==> config.mk <==
export PLATFORM = sky130hd
export DESIGN_NAME = seq_pattern_tx
export DESIGN_NICKNAME = d
export VERILOG_FILES = /design/src/rtl/seq_pkg.sv /design/src/rtl/seq_dcnt.sv /design/src/rtl/seq_pattern_tx.sv
export SDC_FILE = /design/constraint.sdc
export NUM_CORES = 1
export LEC_CHECK = 0
export ABC_AREA = 1
export ABC_CLOCK_PERIOD_IN_PS = 3870
export BUFFER_PORTS_ARGS = -buffer_cell sky130_fd_sc_hd__buf_4
export CORE_MARGIN = 3
export CORE_UTILIZATION = 29
export CTS_BUF_LIST = sky130_fd_sc_hd__clkbuf_2
export CTS_CLUSTER_SIZE = 16
export DETAILED_ROUTE_END_ITERATION = 10
export GPL_ROUTABILITY_DRIVEN = 1
export PLACE_DENSITY = 0.46
export SLEW_MARGIN = 15
export SYNTH_ARGS = -nofsm -noshare
export SYNTH_HDL_FRONTEND = slang
export SYNTH_SLANG_ARGS = --single-unit
==> constraint.sdc <==
create_clock -name clk -period 3.87 [get_ports clk]
set_clock_uncertainty 0.1 [all_clocks]
set_input_delay 0.387 -clock clk [delete_from_list [all_inputs] [get_ports clk]]
set_output_delay 0.387 -clock clk [all_outputs]
set_load 0.03 [all_outputs]
==> src/rtl/seq_pkg.sv <==
// -----------------------------------------------------------------------------
// seq_pkg -- definitions shared by the serial pattern transmitter and the
// shift-register sequence detector benches.
//   seq_state_e  : transmitter FSM states (IDLE, SHIFT, GAP)
//   SEQ_FILL     : level driven on the serial line when no pattern bit is sent
//   SEQ_PAT_1001 : default 4-bit pattern recognised by the detector
// -----------------------------------------------------------------------------
package seq_pkg;

   typedef enum logic [1:0] {
      IDLE  = 2'd0,
      SHIFT = 2'd1,
      GAP   = 2'd2
   } seq_state_e;

   localparam logic       SEQ_FILL     = 1'b0;
   localparam logic [3:0] SEQ_PAT_1001 = 4'b1001;

endpackage : seq_pkg

==> src/rtl/seq_dcnt.sv <==
// -----------------------------------------------------------------------------
// seq_dcnt -- loadable down-counter with zero flag.
// Load has priority over decrement; decrement saturates at zero so the count
// never wraps.
// Ports:
//   clk      in   1   clock, rising edge
//   rst_n    in   1   asynchronous active-low reset (count -> 0)
//   load     in   1   load load_val this edge
//   load_val in   W   value to load
//   dec      in   1   decrement this edge (ignored while load or at zero)
//   zero     out  1   count is zero
// -----------------------------------------------------------------------------
module seq_dcnt #(
   parameter int W = 4
) (
   input  logic         clk,
   input  logic         rst_n,
   input  logic         load,
   input  logic [W-1:0] load_val,
   input  logic         dec,
   output logic         zero
);

   logic [W-1:0] cnt_q, cnt_d;

   always_comb begin
      cnt_d = cnt_q;
      if (load) begin
         cnt_d = load_val;
      end else if (dec && (cnt_q != '0)) begin
         cnt_d = cnt_q - 1'b1;
      end
   end

   // NOTE: sequential state uses non-blocking assignments only, so every flop
   // samples the values from before the edge regardless of block ordering.
   always_ff @(posedge clk or negedge rst_n) begin
      if (!rst_n) begin
         cnt_q <= '0;
      end else begin
         cnt_q <= cnt_d;
      end
   end

   assign zero = (cnt_q == '0);

endmodule : seq_dcnt

==> src/rtl/seq_pattern_tx.sv <==
// -----------------------------------------------------------------------------
// seq_pattern_tx -- serial pattern transmitter.
// Accepts a PAT_W-bit pattern with repeat and gap counts over valid/ready and
// emits it MSB first, one bit per clk, repeating it pat_repeat+1 times with
// pat_gap idle cycles between repetitions.
// Optional feature macro: SEQ_TX_ABORT_EN adds the abort input, which returns
// the FSM to IDLE at the next edge without a done pulse.
// Ports:
//   clk         in   1      clock, rising edge
//   rst_n       in   1      asynchronous active-low reset
//   abort       in   1      (SEQ_TX_ABORT_EN only) cancel the transaction
//   pat_valid   in   1      pat_data/pat_repeat/pat_gap valid
//   pat_ready   out  1      registered; high only in IDLE
//   pat_data    in   PAT_W  pattern, sent MSB first
//   pat_repeat  in   CNT_W  extra repetitions (0 = send once)
//   pat_gap     in   GAP_W  idle cycles between repetitions
//   seq         out  1      serial bit, registered
//   seq_valid   out  1      seq carries a pattern bit
//   busy        out  1      FSM not in IDLE
//   done        out  1      pulse coincident with the final bit
// -----------------------------------------------------------------------------
module seq_pattern_tx
   import seq_pkg::*;
#(
   parameter int PAT_W = 4,
   parameter int CNT_W = 8,
   parameter int GAP_W = 4
) (
   input  logic             clk,
   input  logic             rst_n,
`ifdef SEQ_TX_ABORT_EN
   input  logic             abort,
`endif
   input  logic             pat_valid,
   output logic             pat_ready,
   input  logic [PAT_W-1:0] pat_data,
   input  logic [CNT_W-1:0] pat_repeat,
   input  logic [GAP_W-1:0] pat_gap,
   output logic             seq,
   output logic             seq_valid,
   output logic             busy,
   output logic             done
);

   localparam int BIT_W = $clog2(PAT_W);

   seq_state_e       state_q, state_d;
   logic [PAT_W-1:0] pat_q, pat_d;
   logic [PAT_W-1:0] sh_q, sh_d;    // bits still to be sent, next one at MSB
   logic [GAP_W-1:0] gap_q, gap_d;
   logic             seq_q, seq_d;
   logic             seq_valid_q, seq_valid_d;
   logic             pat_ready_q, pat_ready_d;

   logic bit_load, bit_dec, bit_zero;
   logic rep_load, rep_dec, rep_zero;
   logic gap_load, gap_dec, gap_zero;
   logic abort_w;

`ifdef SEQ_TX_ABORT_EN
   assign abort_w = abort;
`else
   assign abort_w = 1'b0;
`endif

   // Index of the bit currently on seq; zero marks the LSB.
   seq_dcnt #(.W(BIT_W)) u_bit_cnt (
      .clk      (clk),
      .rst_n    (rst_n),
      .load     (bit_load),
      .load_val (BIT_W'(PAT_W - 1)),
      .dec      (bit_dec),
      .zero     (bit_zero)
   );

   // Repetitions still owed after the current one.
   seq_dcnt #(.W(CNT_W)) u_rep_cnt (
      .clk      (clk),
      .rst_n    (rst_n),
      .load     (rep_load),
      .load_val (pat_repeat),
      .dec      (rep_dec),
      .zero     (rep_zero)
   );

   // Loaded with gap-1 so the zero flag marks the final idle cycle.
   seq_dcnt #(.W(GAP_W)) u_gap_cnt (
      .clk      (clk),
      .rst_n    (rst_n),
      .load     (gap_load),
      .load_val (gap_q - 1'b1),
      .dec      (gap_dec),
      .zero     (gap_zero)
   );

   // NOTE: every signal written here gets a default first, so no path leaves
   // a value unassigned and no latch is inferred.
   always_comb begin
      state_d     = state_q;
      pat_d       = pat_q;
      sh_d        = sh_q;
      gap_d       = gap_q;
      seq_d       = SEQ_FILL;
      seq_valid_d = 1'b0;
      bit_load    = 1'b0;
      bit_dec     = 1'b0;
      rep_load    = 1'b0;
      rep_dec     = 1'b0;
      gap_load    = 1'b0;
      gap_dec     = 1'b0;

      unique case (state_q)
         IDLE: begin
            if (pat_valid && pat_ready_q) begin
               pat_d       = pat_data;
               gap_d       = pat_gap;
               sh_d        = pat_data << 1;
               seq_d       = pat_data[PAT_W-1];
               seq_valid_d = 1'b1;
               bit_load    = 1'b1;
               rep_load    = 1'b1;
               state_d     = SHIFT;
            end
         end
         SHIFT: begin
            if (!bit_zero) begin
               seq_d       = sh_q[PAT_W-1];
               sh_d        = sh_q << 1;
               seq_valid_d = 1'b1;
               bit_dec     = 1'b1;
            end else if (rep_zero) begin
               state_d = IDLE;
            end else begin
               rep_dec = 1'b1;
               if (gap_q == '0) begin
                  // Back-to-back: MSB of the next copy follows the LSB directly.
                  seq_d       = pat_q[PAT_W-1];
                  sh_d        = pat_q << 1;
                  seq_valid_d = 1'b1;
                  bit_load    = 1'b1;
               end else begin
                  gap_load = 1'b1;
                  state_d  = GAP;
               end
            end
         end
         GAP: begin
            if (gap_zero) begin
               seq_d       = pat_q[PAT_W-1];
               sh_d        = pat_q << 1;
               seq_valid_d = 1'b1;
               bit_load    = 1'b1;
               state_d     = SHIFT;
            end else begin
               gap_dec = 1'b1;
            end
         end
         default: state_d = IDLE;
      endcase

      // Abort wins over everything, including a handshake in IDLE.
      if (abort_w) begin
         state_d     = IDLE;
         seq_d       = SEQ_FILL;
         seq_valid_d = 1'b0;
         bit_load    = 1'b0;
         rep_load    = 1'b0;
         gap_load    = 1'b0;
      end

      pat_ready_d = (state_d == IDLE);
   end

   // NOTE: all control and datapath flops are reset; pat_ready comes up low
   // and rises one edge after reset release.
   always_ff @(posedge clk or negedge rst_n) begin
      if (!rst_n) begin
         state_q     <= IDLE;
         pat_q       <= '0;
         sh_q        <= '0;
         gap_q       <= '0;
         seq_q       <= SEQ_FILL;
         seq_valid_q <= 1'b0;
         pat_ready_q <= 1'b0;
      end else begin
         state_q     <= state_d;
         pat_q       <= pat_d;
         sh_q        <= sh_d;
         gap_q       <= gap_d;
         seq_q       <= seq_d;
         seq_valid_q <= seq_valid_d;
         pat_ready_q <= pat_ready_d;
      end
   end

   assign pat_ready = pat_ready_q;
   assign seq       = seq_q;
   assign seq_valid = seq_valid_q;
   assign busy      = (state_q != IDLE);
   // Decoded from flops: high exactly while the LSB of the last copy is on seq.
   assign done      = (state_q == SHIFT) && bit_zero && rep_zero && !abort_w;

endmodule : seq_pattern_tx
==> results of run 1 <==
==> metrics by stage <==
step                      std cells  total power [W]  util, %  worst slack (ns)  hold WS, ns
final                           325          0.00156     35.7              1.53        0.140
after global routing            325          0.00175     35.7              1.26        0.104
after CTS                       325          0.00159     35.7              1.47       0.0992
after detailed placement        317          0.00143     34.9              1.53        0.249
after global placement          317          0.00144     34.9              1.53        0.255
after floorplan                 226          0.00121        -              1.94     -0.00859
==> routing by layer <==
layer | part of all wire [%] | vias up | GRT usage (%)
met5 | 0 | - | 0
met4 | 0.65 | 0 | 4.01
met2 | 47 | 25 | 19.4
met1 | 48 | 675 | 15.4
met3 | 5.0 | 2 | 3.77
li1 | - | 778 | -
==> flip-flops by register name (all words and copies together) (netlist names) <==
name,flops
u_rep_cnt.cnt_q,8
state_q,2
seq_valid,1
sh_q,3
seq,1
gap_q,4
pat_ready,1
u_gap_cnt.cnt_q,4
u_bit_cnt.cnt_q,2
pat_q,4
==> placed cells by master, fill, tap and decap left out, drive strengths merged <==
| master | Yosys | final |
|---|---|---|
| a21oi | 6 | 6 |
| a31oi | 3 | 3 |
| a32o | 1 | 1 |
| buf | 2 | 23 |
| clkbuf | 2 | 7 |
| dfrtp | 30 | 30 |
| dlygate4sd3 | 0 | 1 |
| ha | 8 | 8 |
| inv | 32 | 32 |
| nand2 | 71 | 71 |
| nand3 | 14 | 14 |
| nand3b | 2 | 2 |
| nand4 | 4 | 4 |
| nor2 | 17 | 17 |
| nor3 | 1 | 1 |
| o211ai | 2 | 2 |
| o21ai | 25 | 25 |
| o22ai | 3 | 3 |
| xor2 | 3 | 3 |
==> Yosys cell counts, types with 2 or more instances <==
| cell type | instances |
|---|---|
| o21ai_1 | 3 |
| inv_1 | 31 |
| dfrtp_1 | 30 |
| o211ai_1 | 2 |
| nand4_1 | 4 |
| xor2_1 | 3 |
| nand3b_1 | 2 |
| ha_1 | 8 |
| nor2_1 | 15 |
| o22ai_1 | 3 |
| o21ai_0 | 21 |
| a21oi_1 | 5 |
| nand2_1 | 65 |
| nand3_1 | 14 |
| nand2_2 | 5 |
| clkbuf_1 | 2 |
| a31oi_1 | 3 |
==> worst max-delay path: cells and delay by family, from the launching register on <==
| family | cells | cell delay (ns) |
|---|---|---|
| fa+ha+maj | 1 | 0.18 |
| buf+inv | 2 | 0.27 |
| flops | 1 | 0.39 |
| simple gates | 4 | 0.68 |
==> kinds of logic (layout without fill, tap and decap cells) <==
logic type | count (synthesis) | after routing
xor+xnor | 3 | 3
fa+ha+maj | 8 | 8
flops | 30 | 30
buf+inv | 36 | 63
compound gates | 40 | 40
simple gates | 109 | 109
==> layout make-up <==
type | count | area (sq um)
Clock buffer | 7 | 35.0
Fill cell | 609 | 3630
Inverter | 32 | 120
Multi-Input combinational cell | 160 | 835
Sequential cell | 30 | 751
Tap cell | 72 | 90.1
Timing Repair Buffer | 24 | 183
==> path summary, 6_finish.rpt <==
| kind | from | endpoint | slack (ns) | depth (start not counted) |
|---|---|---|---|---|
| worst max-delay path | u_rep_cnt.cnt_q[1]$_DFFE_PN0P_ | done | 1.53 | 7 |
| worst min-delay path | pat_gap[1] | gap_q[1]$_DFFE_PN0P_ | 0.14 | 3 |
| worst max register to register | state_q[1]$_DFF_PN0_ | u_rep_cnt.cnt_q[7]$_DFFE_PN0P_ | 1.56 | 8 |
| worst min register to register | pat_q[3]$_DFFE_PN0P_ | pat_q[3]$_DFFE_PN0P_ | 0.39 | 2 |
| max in group asynchronous | rst_n | gap_q[2]$_DFFE_PN0P_ | 2.99 | 2 |
| min in group asynchronous | rst_n | seq$_DFF_PN0_ | 0.39 | 2 |
==> power by group <==
group / internal (W) / switching, W / leakage [nW]
Combinational: 0.000306 / 0.000557 / 0.632
Clock: 0.0000472 / 0.000102 / 0.0291
Sequential: 0.000464 / 0.0000828 / 0.365
Total: 0.000818 / 0.000741 / 1.03
==> flow_summary.toml, run 1 <==
[run_status]
outcome = "finished clean"

[worst_setup_path]
slowest_delay_ns = 0.39
path_max_fanout = 12
critical_path.cell_chain = "inv_1 > ha_1 > nand2_1 > nor2_2 > nand2_1 > nor2_1 > buf_4"
cp_common_cell = "nand2_1"
crit_arrival_ns = 1.85
crit_required_ns = 3.38
cp-end-kind = "output pin"
cp_slowest_cell = "dfrtp_1"
start_kind = "flop"
crit_type = "reg -> out"

[floorplanning]
initial_utilization_pct = 30.6
die_w_um = 83.1
die_y_um = 83.1
coreArea_sq_um = 5640
die_area_sq_um = 6910
io_pins = 24
rows = 27

[synthesis]
synth_cell_type_count = 27
synthArstFlopShare_pct = 100
synth.avg_cell_area_sq_um = 7.63
synth-seq-cells = 30
netlist.area_leader.share_pct = 43.5
yosys.area.top_type = "dfrtp_1"
synthAdderAreaFrac_pct = 5.80
synth_mux_area_share_pct = 0
syn-cell-area_sq_um = 1730
synth_edf_count = 0
yosys_warnings = 0
synth_top_family_by_area = "simple AND/OR/NAND/NOR gates"
synth_xor_area_share_pct = 1.52
synth_flop_cell = "dfrtp_1"
yosysSeqAreaShare_pct = 43.5
synthSimpleGateAreaFrac_pct = 27.6
synth_cells = 226
synth_compound_area_share_pct = 13.5
synthTopCellsByArea = "dfrtp_1, nand2_1, inv_1"
synth_nets = 253

[hold_path]
hp-class = "in -> reg"

[clocking]
cts_tree = "built"
clockBufferDepth = 2
numCtsBuffers = 5
post_cts_resize_count = 0
cts.clk_slew.worst_paths_ns = 0.14
root_buffer = "clkbuf_2"
post_cts_buffers = 0
clkLatencyLatePin_ns = 0.34
cts.sinks = 30
cts_hold_buffers = 1
htreeDepth = 2

[cells_and_area]
drive_above_1_share_pct = 16.2
syn2layout_area_growth_pct = 16.7
diodes = 0
fin_area_sq_um = 2010
layout.nets = 280

[global_routing]
track_usage_pct = 12.1
grt_pass1_wl_um = 6870
overflow = 0
antenna_found_initial = 0
grt_pass1_vias = 1494
grt_max_degree = 31

[pwr]
p_per_area_nw_per_um2 = 774
p_leak_nw = 1.03
max-vdd-ir-drop_mv = 0.238

[routing]
drt_iter0_drc = 72
vias_per_cell = 4.55
postRouteAntennaNets = 0
drc = 0
drt_first_pass_iters = 4
via_count = 1480
wl_um = 3840
wire_per_inst_um = 11.8

[job]
cap_violations = 0

[timing]
setup_viol = 0
period_needed_ns = 2.34
relSlewSlack_pct = 68.7
worst_pin_slew_ns = 0.468
hold_viol_final = 0
rsz0062_at_grt = "false"
setup_tns_ns = 0
fin_crit_sh_pct = 60.5
fmax_mhz = 427
slew_violations = 0

[placed_design]
place.gp.congestion = 0.838
io_buffers = 23
place_hpwl_um = 2870
place_area_sq_um = 1970
(Power assumes the default switching activity.)
==> run 2: changes to the inputs <==
--- a/config.mk
+++ b/config.mk
@@ -6,7 +6,7 @@
 export NUM_CORES = 1
 export LEC_CHECK = 0
 export ABC_AREA = 1
-export ABC_CLOCK_PERIOD_IN_PS = 3870
+export ABC_CLOCK_PERIOD_IN_PS = 2400
 export BUFFER_PORTS_ARGS = -buffer_cell sky130_fd_sc_hd__buf_4
 export CORE_MARGIN = 3
 export CORE_UTILIZATION = 29
==> constraint.sdc (replaced) <==
create_clock -name clk -period 2.4 [get_ports clk]
set_clock_uncertainty 0.1 [all_clocks]
set_input_delay 0.24 -clock clk [delete_from_list [all_inputs] [get_ports clk]]
set_output_delay 0.24 -clock clk [all_outputs]
set_load 0.03 [all_outputs]
==> run 2 against run 1 <==
Combinational power is 68% higher. Design area grew 7.1%. Total power up 66%. Sequential share of layout area is 2.5 points lower. Die area unchanged. Global-route usage is 0.35 points higher. Clock-buffer cell count stayed put. Critical path type unchanged.
==> flow_summary.toml, run 2 (synthesis results as in run 1) <==
[run_status]
outcome = "finished clean"

[worst_setup_path]
path_max_fanout = 12
worstSetupStartpoint = "u_rep_cnt.cnt_q[0]$_DFFE_PN0P_"
crit_required_ns = 2.06
crit_type = "reg -> out"
r2r_start = "state_q[1]$_DFF_PN0_"
cp-end-kind = "output pin"
crit_arrival_ns = 1.83
start_kind = "flop"

[cells_and_area]
drive_above_1_share_pct = 17.2
largest_register = "u_rep_cnt.cnt_q"
largest_reg_flops = 8
final_core_util_pct = 38.2
diodes = 0
final_cell_mix = "nand2_1, inv_1, dfrtp_1"
layout.nets = 295
final_common_cell = "nand2_1"
syn2layout_area_growth_pct = 24.9

[routing]
wire_per_inst_um = 11.6
wl_um = 3940
drt_first_pass_iters = 4
drt_iter0_drc = 46
postRouteAntennaNets = 0
vias_per_cell = 4.56
via_count = 1552
drc = 0

[floorplanning]
rows = 27
initial_utilization_pct = 30.6
io_pins = 24
die_area_sq_um = 6910
die_w_um = 83.1
die_y_um = 83.1
coreArea_sq_um = 5640

[timing]
hold_viol_final = 0
worst_pin_slew_ns = 0.458
rsz0062_at_grt = "false"
setup_viol = 0
relSlewSlack_pct = 69.3
fmax_mhz = 460
setup_tns_ns = 0
hold-worst-slack_ns = 0.0501
slew_violations = 0
period_needed_ns = 2.17
fin_crit_sh_pct = 90.5

[pwr]
switching_power_w = 0.00122
p_per_area_nw_per_um2 = 1200
pwr-share-clk_pct = 9.6
p_leak_nw = 1.09
p_seq_share_pct = 34.2
combPwrFrac_pct = 56.1
switching_share_pct = 47.3
internal-power_w = 0.00136
max-vdd-ir-drop_mv = 0.395

[global_routing]
overflow = 0
grt_max_degree = 31
track_usage_pct = 12.4
grt_pass1_wl_um = 6990
antenna_found_initial = 0
grt_pass1_vias = 1499

[clocking]
numCtsBuffers = 5
clkLatencyLatePin_ns = 0.37
htreeDepth = 2
clockBufferDepth = 2
root_buffer = "clkbuf_2"
post_cts_buffers = 0
cts.sinks = 30
cts.clk_slew.worst_paths_ns = 0.15
cts_tree = "built"

[job]
cap_violations = 0

[placed_design]
place.gp.congestion = 0.788
io_buffers = 23
place_hpwl_um = 2880

[hold_path]
hp-class = "in -> reg"
min_from = "pat_data[0]"
[run 2: final timing paths]
path / endpoint / slack (ns) / cells after the start
max: done / 0.23 / 7
min: pat_q[0]$_DFFE_PN0P_ / 0.05 / 3
max reg2reg: u_gap_cnt.cnt_q[2]$_DFFE_PN0P_ / 0.38 / 10
min reg2reg: pat_q[1]$_DFFE_PN0P_ / 0.39 / 2
max in group asynchronous: gap_q[2]$_DFFE_PN0P_ / 1.68 / 2
min in group asynchronous: u_rep_cnt.cnt_q[2]$_DFFE_PN0P_ / 0.22 / 2
[run 2: worst max-delay path: stages, from the launching register on]
cell     delay (ns)
dfrtp_1        0.40
inv_1          0.09
ha_1           0.18
nand2_1        0.10
nor2_2         0.15
nand2_2        0.19
nor2_1         0.18
buf_4          0.18
[run 2: metal layers]
layer  vias up  track usage, %  share of wire [%]
met1       709            16.0                 50
met5         -               0                  0
met3         4            4.86                4.6
met2        32            18.9                 45
li1        807               -                  -
met4         0            4.31                1.1
[run 2: repair_timing]
item / in CTS / in global routing
endpoints found under the setup margin: 0 / 2
endpoints found under the hold margin: 40 / 1
gates resized for setup: 0 / 1
hold buffers: 11 / 1
[run 2: layout make-up]
class,instances,area (sq um)
Fill cell,590,3490
Clock buffer,7,35.0
Timing Repair Buffer,39,323
Tap cell,72,90.1
Multi-Input combinational cell,160,837
Sequential cell,30,751
Inverter,32,120
[run 2: per-stage QoR]
stage          area, sq um  std cells  power, W  setup slack [ns]
6_report              2160        340   0.00258             0.228
5_1_grt               2160        340   0.00288            0.0394
4_1_cts               2140        339   0.00262            0.0278
3_5_place_dp          2000        321   0.00234             0.267
3_3_place_gp          2000        321   0.00235             0.361
2_1_floorplan         1730        226   0.00195             0.486
[run 2: power groups by stage]
| stage | Combinational (W) | Clock, W | Sequential [W] |
|---|---|---|---|
| 4_1_cts | 0.00147 | 0.000266 | 0.000885 |
| 2_1_floorplan | 0.00104 | 0 | 0.000908 |
| 6_report | 0.00145 | 0.000249 | 0.000885 |
| 3_5_place_dp | 0.00145 | 0 | 0.000895 |
| 3_3_place_gp | 0.00145 | 0 | 0.000900 |
| 5_1_grt | 0.00167 | 0.000291 | 0.000921 |
==> run 3: changes to the inputs <==
--- a/config.mk
+++ b/config.mk
@@ -5,16 +5,16 @@
 export SDC_FILE = /design/constraint.sdc
 export NUM_CORES = 1
 export LEC_CHECK = 0
-export ABC_AREA = 1
 export ABC_CLOCK_PERIOD_IN_PS = 2400
 export BUFFER_PORTS_ARGS = -buffer_cell sky130_fd_sc_hd__buf_4
+export CORE_ASPECT_RATIO = 1.4
 export CORE_MARGIN = 3
-export CORE_UTILIZATION = 29
+export CORE_UTILIZATION = 35
 export CTS_BUF_LIST = sky130_fd_sc_hd__clkbuf_2
 export CTS_CLUSTER_SIZE = 16
 export DETAILED_ROUTE_END_ITERATION = 10
 export GPL_ROUTABILITY_DRIVEN = 1
-export PLACE_DENSITY = 0.46
+export PLACE_DENSITY = 0.53
 export SLEW_MARGIN = 15
 export SYNTH_ARGS = -nofsm -noshare
 export SYNTH_HDL_FRONTEND = slang
==> run 3 against run 2 <==
Combinational power fell by 19%. Synthesized cell count is 15% lower. Global-route usage rose by 3.9 points. Non-clock buffer count is 12 higher.
==> flow_summary.toml, run 3 <==
[clocking]
clkLatencyLatePin_ns = 0.36
cts.clk_slew.worst_paths_ns = 0.16
numCtsBuffers = 5
clockBufferDepth = 2
htreeDepth = 2
root_buffer = "clkbuf_2"
cts.sinks = 30
cts_tree = "built"

[routing]
dr_wl_met2_um = 2200
met3_length_um = 151
drc = 0
via_count = 1576
wl_met1_um = 1840
top_layer_used = "met4"
postRouteAntennaNets = 0
drt_iter0_drc = 71
drt_first_pass_iters = 4
wire_per_inst_um = 14.1
wl_um = 4320
vias_per_cell = 5.15

[worst_setup_path]
start_kind = "flop"
cp_slowest_cell = "or4_1"
slowest_delay_ns = 0.60
cp_common_cell = "nand3_1"
cp-end-kind = "flop"
critical_path.cell_chain = "or4_1 > o211ai_4 > mux2i_1 > ha_2 > nand3_1 > nand3_1 > o21ai_0"
path_max_fanout = 7
crit_required_ns = 2.57
crit_type = "reg -> reg"
crit_arrival_ns = 2.42

[synthesis]
yosys.area.top_type = "dfrtp_1"
synth_common_cells = "nand2_1, dfrtp_1, o21ai_0"
yosys_warnings = 0
yosysSeqAreaShare_pct = 43.4
synth_cell_type_count = 46
synth-seq-cells = 30
synth_cells = 193
synthArstFlopShare_pct = 100
synthTopCellsByArea = "dfrtp_1, nand2_1, ha_1"
synth_nets = 220
synth_edf_count = 0
netlist.area_leader.share_pct = 43.4
synth_most_common_cell = "nand2_1"
synth_flop_cell = "dfrtp_1"
syn-cell-area_sq_um = 1730
synth.avg_cell_area_sq_um = 8.97

[global_routing]
overflow = 0
antenna_found_initial = 0
track_usage_pct = 16.3
grt_pass1_wl_um = 7400
grt_pass1_vias = 1584
grt_max_degree = 31

[hold_path]
hp-class = "in -> reg"

[placed_design]
io_buffers = 23
place.gp.congestion = 0.857
place_hpwl_um = 3150
place_area_sq_um = 2030
place_inst = 281

[timing]
slew_violations = 0
period_needed_ns = 2.25
hold_viol_final = 0
worst_pin_slew_ns = 0.525
fmax_mhz = 444
fin_crit_sh_pct = 93.7
relSlewSlack_pct = 64.7
rsz0062_at_grt = "false"
setup_tns_ns = 0
setup_viol = 0

[cells_and_area]
syn2layout_area_growth_pct = 31.1
largest_reg_flops = 8
diodes = 0
layout.nets = 270
multi_input_area_sq_um = 938
drive_above_1_share_pct = 23.8
fin_area_sq_um = 2270
regArea_sq_um = 753
largest_register = "u_rep_cnt.cnt_q"
final_cell_mix = "nand2_1, buf_4, dfrtp_1"
fillers = 489
stdcell_count = 306
final_common_cell = "nand2_1"

[pwr]
max-vdd-ir-drop_mv = 0.522
switching_power_w = 0.00103
combPwrFrac_pct = 49.8
p_seq_share_pct = 39.9
pwr-share-clk_pct = 10.3
p_per_area_nw_per_um2 = 1050
p_leak_nw = 1.02
internal-power_w = 0.00135
switching_share_pct = 43.2

[floorplanning]
initial_utilization_pct = 37.3
coreArea_sq_um = 4640
io_pins = 24
die_y_um = 89.2
die_w_um = 65.4
rows = 29
die_area_sq_um = 5840

[run_status]
outcome = "finished clean"

[job]
cap_violations = 0
run 3: changes by cell type after synthesis, sizes merged, moves of 5 or more:
cell | previous run | this run
a21oi | 6 | 11
mux2 | 0 | 6
inv | 32 | 11
nor2 | 17 | 10
o21ai | 25 | 16
nand2 | 71 | 38
nand3 | 14 | 5
run 3: timing repair:
item / in CTS / in global routing
setup buffers: 0 / 2
hold buffers: 14 / 1
endpoints found under the hold margin: 43 / 1
resized for setup: 0 / 9
setup endpoints to repair: 0 / 2
run 3: final timing paths:
kind / endpoint / slack (ns) / start / cells after the start
max in group asynchronous: u_rep_cnt.cnt_q[5]$_DFFE_PN0P_ / 1.65 / rst_n / 2
max reg2reg: u_gap_cnt.cnt_q[2]$_DFFE_PN0P_ / 0.15 / u_rep_cnt.cnt_q[4]$_DFFE_PN0P_ / 7
min reg2reg: pat_q[3]$_DFFE_PN0P_ / 0.40 / pat_q[3]$_DFFE_PN0P_ / 2
min: u_rep_cnt.cnt_q[2]$_DFFE_PN0P_ / 0.03 / pat_repeat[2] / 3
max: u_gap_cnt.cnt_q[2]$_DFFE_PN0P_ / 0.15 / u_rep_cnt.cnt_q[4]$_DFFE_PN0P_ / 7
min in group asynchronous: sh_q[1]$_DFFE_PN0P_ / 0.22 / rst_n / 2
run 3: routing by layer:
metal,track usage [%],vias to the layer above
li1,-,779
met5,0,-
met3,3.52,12
met4,7.17,0
met1,18.8,751
met2,28.8,34
run 3: power groups by stage:
stage	clock [W]	combinational [W]	sequential [W]
5_1_grt	0.000285	0.00133	0.000984
6_report	0.000244	0.00118	0.000948
3_3_place_gp	0	0.00108	0.000934
4_1_cts	0.000259	0.00114	0.000944
3_5_place_dp	0	0.00111	0.000955
2_1_floorplan	0	0.000760	0.000941
run 3: cell families after synthesis:
logic type / Yosys count / share of synthesized area [%]
AOI/OAI and AO/OA: 48 / 18.6
muxes: 8 / 5.06
buffers and inverters: 19 / 4.26
and+or+nand+nor: 76 / 21.0
DFF: 30 / 43.4
xor gates and xnor gates: 4 / 2.02
adders and majority gates: 8 / 5.78
run 3: area by class of cell:
type                       count  area share [%]
clock buffer                   6            1.32
clock inverter                 2           0.386
inverter                      11            1.82
multi-input combinational    144            41.3
sequential                    30            33.2
tap                           62            3.42
timing repair buffer          51            18.5
run 3: stage by stage:
step / util, % / hold WS, ns / total power, W / worst slack, ns
5_1_grt: 48.9 / 0.0127 / 0.00260 / 0.00173
4_1_cts: 47.6 / 0.00237 / 0.00234 / 0.00965
2_1_floorplan: - / -0.156 / 0.00170 / 0.119
6_report: 48.9 / 0.0310 / 0.00238 / 0.150
3_3_place_gp: 43.8 / 0.0873 / 0.00201 / 0.147
3_5_place_dp: 43.8 / 0.0983 / 0.00207 / 0.0190
run 3: critical path: cells and delay by family, from the launching register on:
kind                     cells  cell delay (ns)
multiplexers                 1             0.25
AND/OR/NAND/NOR              3             0.76
AO/OA/AOI/OAI                2             0.35
flip-flops                   1             0.48
adder cells (fa/ha/maj)      1             0.24
